$ cat src/rtl/mem_wait_ctrl.sv
// Memory-access stage responder: turns an RV32 load/store into a word-aligned
// bus transaction and holds memWait to the stage clock until the bus finishes.
module mem_wait_ctrl #(
  parameter int unsigned TIMEOUT = 255
) (
  input  logic        CLK,
  input  logic        RST,
  input  logic        CLK_MA,
  input  logic        rwmem,
  input  logic        we,
  input  logic [2:0]  funct3,
  input  logic [31:0] addr,
  input  logic [31:0] wdata,
  output logic        mem_req,
  output logic        mem_we,
  output logic [31:0] mem_addr,
  output logic [3:0]  mem_wstrb,
  output logic [31:0] mem_wdata,
  input  logic        mem_ack,
  input  logic [31:0] mem_rdata,
  output logic        memWait,
  output logic [31:0] rdata,
  output logic        rdata_valid,
  output logic        err_misalign,
  output logic        err_timeout
);

  typedef enum logic [1:0] {IDLE, REQ, DONE, ERR} state_t;

  // access attributes still needed after start, for load extract
  typedef struct packed {
    logic       we;
    logic [2:0] f3;
    logic [1:0] a;
  } acc_t;

  localparam logic [7:0] CNT_LAST = 8'(TIMEOUT - 1);

  state_t      state, state_nx;
  acc_t        acc_q;
  logic        ma_q;
  logic [7:0]  cnt;
  logic        start, illegal, misal, bad, expire;
  logic [3:0]  strb_nx;
  logic [31:0] wd_nx, rd_sh, ld_val;

  assign start   = CLK_MA & ~ma_q & rwmem & (state == IDLE);
  assign illegal = we ? (funct3[2] | (funct3 == 3'b011))
                      : ((funct3 == 3'b011) | (funct3 == 3'b110) | (funct3 == 3'b111));
  assign misal   = ((funct3[1:0] == 2'b01) & addr[0]) |
                   ((funct3[1:0] == 2'b10) & (addr[1:0] != 2'b00));
  assign bad     = illegal | misal;
  assign expire  = (state == REQ) & ~mem_ack & (cnt == CNT_LAST);

  always_comb begin
    state_nx = state;
    case (state)
      IDLE:    if (start) state_nx = bad ? ERR : REQ;
      REQ:     if (mem_ack) state_nx = DONE;
               else if (cnt == CNT_LAST) state_nx = ERR;
      DONE:    state_nx = IDLE;
      default: state_nx = IDLE;
    endcase
  end

  always_comb begin
    strb_nx = 4'b0000;
    wd_nx   = 32'h0;
    if (we) begin
      case (funct3[1:0])
        2'b00:   begin wd_nx = {4{wdata[7:0]}};  strb_nx = 4'b0001 << addr[1:0]; end
        2'b01:   begin wd_nx = {2{wdata[15:0]}}; strb_nx = addr[1] ? 4'b1100 : 4'b0011; end
        default: begin wd_nx = wdata;            strb_nx = 4'b1111; end
      endcase
    end
  end

  assign rd_sh = mem_rdata >> {acc_q.a, 3'b000};
  always_comb begin
    ld_val = mem_rdata;
    case (acc_q.f3)
      3'b000:  ld_val = {{24{rd_sh[7]}}, rd_sh[7:0]};
      3'b001:  ld_val = acc_q.a[1] ? {{16{mem_rdata[31]}}, mem_rdata[31:16]}
                                   : {{16{mem_rdata[15]}}, mem_rdata[15:0]};
      3'b100:  ld_val = {24'h0, rd_sh[7:0]};
      3'b101:  ld_val = acc_q.a[1] ? {16'h0, mem_rdata[31:16]} : {16'h0, mem_rdata[15:0]};
      default: ld_val = mem_rdata;
    endcase
  end

  always_ff @(posedge CLK) begin
    if (RST) begin
      state        <= IDLE;
      ma_q         <= 1'b0;
      cnt          <= 8'h0;
      acc_q        <= '0;
      mem_we       <= 1'b0;
      mem_addr     <= 32'h0;
      mem_wstrb    <= 4'h0;
      mem_wdata    <= 32'h0;
      rdata        <= 32'h0;
      err_misalign <= 1'b0;
      err_timeout  <= 1'b0;
    end else begin
      state <= state_nx;
      ma_q  <= CLK_MA;
      cnt   <= (state == REQ) ? cnt + 8'h1 : 8'h0;
      if (start && !bad) begin
        acc_q     <= '{we: we, f3: funct3, a: addr[1:0]};
        mem_we    <= we;
        mem_addr  <= {addr[31:2], 2'b00};
        mem_wstrb <= strb_nx;
        mem_wdata <= wd_nx;
      end
      if (state == REQ && mem_ack && !acc_q.we) rdata <= ld_val;
      if (start && bad) err_misalign <= 1'b1;
      if (expire) err_timeout <= 1'b1;
    end
  end

  // bus request and stall are the same window: every REQ cycle
  assign mem_req     = (state == REQ);
  assign memWait     = (state == REQ);
  assign rdata_valid = (state == DONE) & ~acc_q.we;

endmodule

$ cat config.mk
export PLATFORM = sky130hd
export DESIGN_NAME = mem_wait_ctrl
export DESIGN_NICKNAME = d
export VERILOG_FILES = /design/src/rtl/mem_wait_ctrl.sv
export SDC_FILE = /design/constraint.sdc
export NUM_CORES = 1
export LEC_CHECK = 0
export CAP_MARGIN = 10
export CORE_ASPECT_RATIO = 1.2
export CORE_MARGIN = 3
export CORE_UTILIZATION = 43
export CTS_CLUSTER_SIZE = 24
export DETAILED_ROUTE_END_ITERATION = 10
export PLACE_DENSITY = 0.8
export SYNTH_ARGS = -nofsm -noshare
export SYNTH_HDL_FRONTEND = slang
export SYNTH_SLANG_ARGS = --single-unit
$ cat constraint.sdc
create_clock -name CLK -period 2.14 [get_ports CLK]
set_input_delay 0.214 -clock CLK [delete_from_list [all_inputs] [get_ports CLK]]
set_output_delay 0.214 -clock CLK [all_outputs]
set_load 0.01 [all_outputs]
==> impl_metrics.toml <==
[placed_design]
dp.cells = 916
gp_congestion = 0.954
port_buffers = 208
dpl.hpwl_um = 12000
postPlaceCellArea_sq_um = 7390

[clock_tree]
clk_pin_slew_worst_paths_ps = 50
ctsResizeCount = 0
cts_buffers = 17
numClockSinks = 117
insertion_delay_ps = 400
htreeDepth = 4
clock_path_buffers = 2
cts_root_buf = "clkbuf_16"
tritoncts = "done"

[logic_synthesis]
ys_ff_latch = 117
synth-xor-area-share_pct = 0.688
synth_compound_area_share_pct = 22.8
synthMuxAreaShare_pct = 8.28
synth_area_leaders = "dfxtp_1 46%, nand2_1 7.7%, a21oi_1 5.7%"
postSynth.asyncResetShare_pct = 0
syn_area_per_cell_sq_um = 8.90
synthSimpleGateAreaFrac_pct = 17.0
syn_area_sq_um = 5090
synth-edff-count = 0
synth_top_area_share_pct = 46.0
yosys_warnings = 0
synth_top_cell_by_area = "dfxtp_1"
synth_top_flop_cell = "dfxtp_1"
seq_area_frac_synth_pct = 46.0
synth_top_family_by_area = "compound AO/OA/AOI/OAI gates"
synth_cell_type_count = 48
netlist_instances = 572
synth_fa_ha_area_share_pct = 0.492

[global_route]
antenna_found_initial = 0
grt_pass1_vias = 5218
overflow = 0
grt_pass1_wl_um = 26100
grt_max_degree = 49
gr-usage-all-layers_pct = 24.3

[timing]
fmax_ghz = 0.493
hold_viol_final = 0
setup_viol = 0
worstMarginPinSlew_ps = 1140
grt_setup_unrepaired = "false"
period_minus_slack_ps = 2030
slew_headroom_pct = 23.8
final_max_slew_viol_count = 0
skew_ps = 8.07
post-route-period-util_pct = 94.9

[cells_and_area]
layout.cells.non_filler = 947
n_antenna_cell = 0
drive_gt1_share_pct = 11.9
postLayoutCellArea_sq_um = 7980
area_growth_pct = 56.7
final_nets = 889

[hold_path]
holdPathStages = 3
worstHoldPathType = "primary input to register"
worstHoldStart = "RST"

[detailed_routing]
wire_per_inst_um = 16.9
vias = 5099
routed_wl_um = 16000
routed_via_density = 5.38
first_iter_violations = 249
highest_layer = "met4"
drtAntennaViolNets = 0
drt-met1-wl_um = 6190
drc = 0
wl_met2_um = 8250
first_pass_iters = 6
met3WireLength_um = 1070

[worst_setup_path]
cpPeakStageDelay_ps = 860
cp_max_fo = 29
start_kind = "primary input"
arrival_ps = 2370
cp-end-kind = "register"
path_depth = 5
critical_path_class = "primary input to register"
worstPathRequired_ps = 2480
reg2reg_from = "state[0]"
rr_worst_depth = 4
worst-path-buf-inv = 1
worstPathCellList = "clkdlybuf4s50_1 > a221oi_2 > o211a_1 > nor2_2 > a22o_1"
crit_family = "simple AND/OR/NAND/NOR gates"
slowest_stage = "nor2_2"
critPathLaunch = "addr[0]"

[die]
fp.dieH_um = 125
die-area_sq_um = 13200
fp.dieW_um = 105
start_util_pct = 45.1
fp.coreArea_sq_um = 11300
rows = 42
pin_count = 211

[run_status]
outcome = "complete, no violations"

[pwr]
ir_drop_mv = 0.461
powerDensity_nw_per_um2 = 728
p_leak_nw = 2.84

[run]
max_cap_viol_count = 0
## worst paths after layout
kind	slack (ps)	to
worst max-delay path	110	mem_wdata[4]
worst min-delay path	350	err_timeout
worst max register to register	190	mem_wdata[4]
worst min register to register	450	mem_addr[23]
## layout make-up
| class | count | area, sq um |
|---|---|---|
| clock buffer | 19 | 443 |
| clock inverter | 11 | 135 |
| fill | 872 | 3320 |
| inverter | 4 | 15.0 |
| multi-input combinational | 404 | 2520 |
| sequential | 117 | 2340 |
| tap | 154 | 193 |
| timing repair buffer | 238 | 2330 |
## routing by layer
layer | vias up | global-route usage (%)
met5 | - | 0
met4 | 0 | 10.2
met3 | 37 | 6.39
met2 | 203 | 42.6
met1 | 2413 | 27.7
li1 | 2446 | -
## sequential cells by signal, indices dropped and copies added, names as in the netlist
| name | count |
|---|---|
| mem_wstrb | 4 |
| ma_q | 1 |
| acc_q | 6 |
| mem_addr | 30 |
| err_misalign | 1 |
| err_timeout | 1 |
| rdata | 32 |
| state | 2 |
| cnt | 8 |
| mem_wdata | 32 |
## where the power goes
| part | switching (mW) | leakage (nW) | internal (mW) |
|---|---|---|---|
| clock | 0.947 | 0.284 | 1.83 |
| combinational | 0.329 | 1.61 | 0.415 |
| sequential | 0.0393 | 0.947 | 2.24 |
## timing repair
item / 4_1_cts / 5_1_grt
buffers inserted: 0 / 1
hold buffers: 0 / 0
setup endpoints to repair: 0 / 12
## cell families (layout without fill, tap and decap cells)
logic type               Yosys count  in the layout
adder cells (fa/ha/maj)            2              2
AND/OR/NAND/NOR                  194            194
other                              1              2
buffers and inverters             52            272
flip-flops                       117            117
multiplexers                      39             39
XOR/XNOR                           4              4
AO/OA/AOI/OAI                    163            163
## cell usage in the layout, fill, tap and decap left out, types with 3 or more instances in the layout
cell	netlist	final
a211oi_2	10	10
xor2_1	3	3
a2bb2oi_1	8	8
bufinv_16	0	3
a211oi_1	22	22
nand3_1	13	13
nand3b_1	7	7
buf_4	4	28
a22oi_1	8	8
nor3b_1	3	3
nand2_1	105	105
o21ai_0	18	18
mux2_2	15	15
mux2i_1	23	23
dfxtp_1	117	117
clkinv_2	0	6
nor2b_1	4	4
nand2b_1	4	4
nor2_1	46	45
inv_1	4	4
o2bb2ai_1	12	12
clkdlybuf4s50_1	0	207
a21oi_1	58	58
clkbuf_16	0	17
a22o_1	16	16
## worst reg2reg max path, stage by stage (launching register included)
cell and delay, ps:
dfxtp_1 440, nor2_1 150, o211a_1 160, nor2_2 860, a22o_1 290
## Yosys cell counts, types with 2 or more instances
cell and number:
inv_1 4, mux2_2 15, nand2b_1 4, nor3_1 2
mux2i_1 23, a21o_1 2, buf_6 2, nand2_1 105
nor3b_1 3, a211oi_2 10, clkbuf_1 29, a22oi_1 8
o2bb2ai_1 12, a31oi_1 2, or3_1 2, buf_2 12
a21oi_1 58, xor2_1 3, a22o_1 16, a211oi_1 22
ha_1 2, nand3_1 13, o21ai_0 18, buf_4 4
nor2b_1 4, nand3b_1 7, nor2_1 46, dfxtp_1 117
a2bb2oi_1 8
## through the flow
| stage | setup TNS (ps) | util [%] | total power [mW] | hold WS [ps] | setup WS [ps] |
|---|---|---|---|---|---|
| 2_1_floorplan | 0 | - | 2.63 | 310 | 546 |
| 3_3_place_gp | -6040 | 65.4 | 3.05 | 442 | -225 |
| 6_report | 0 | 70.6 | 5.81 | 349 | 110 |
| 4_1_cts | 0 | 70.6 | 5.84 | 346 | 72.5 |
| 3_5_place_dp | -8220 | 65.4 | 3.07 | 445 | -345 |
| 5_1_grt | 0 | 70.6 | 6.00 | 366 | 13.3 |
(Power assumes the default switching activity.)
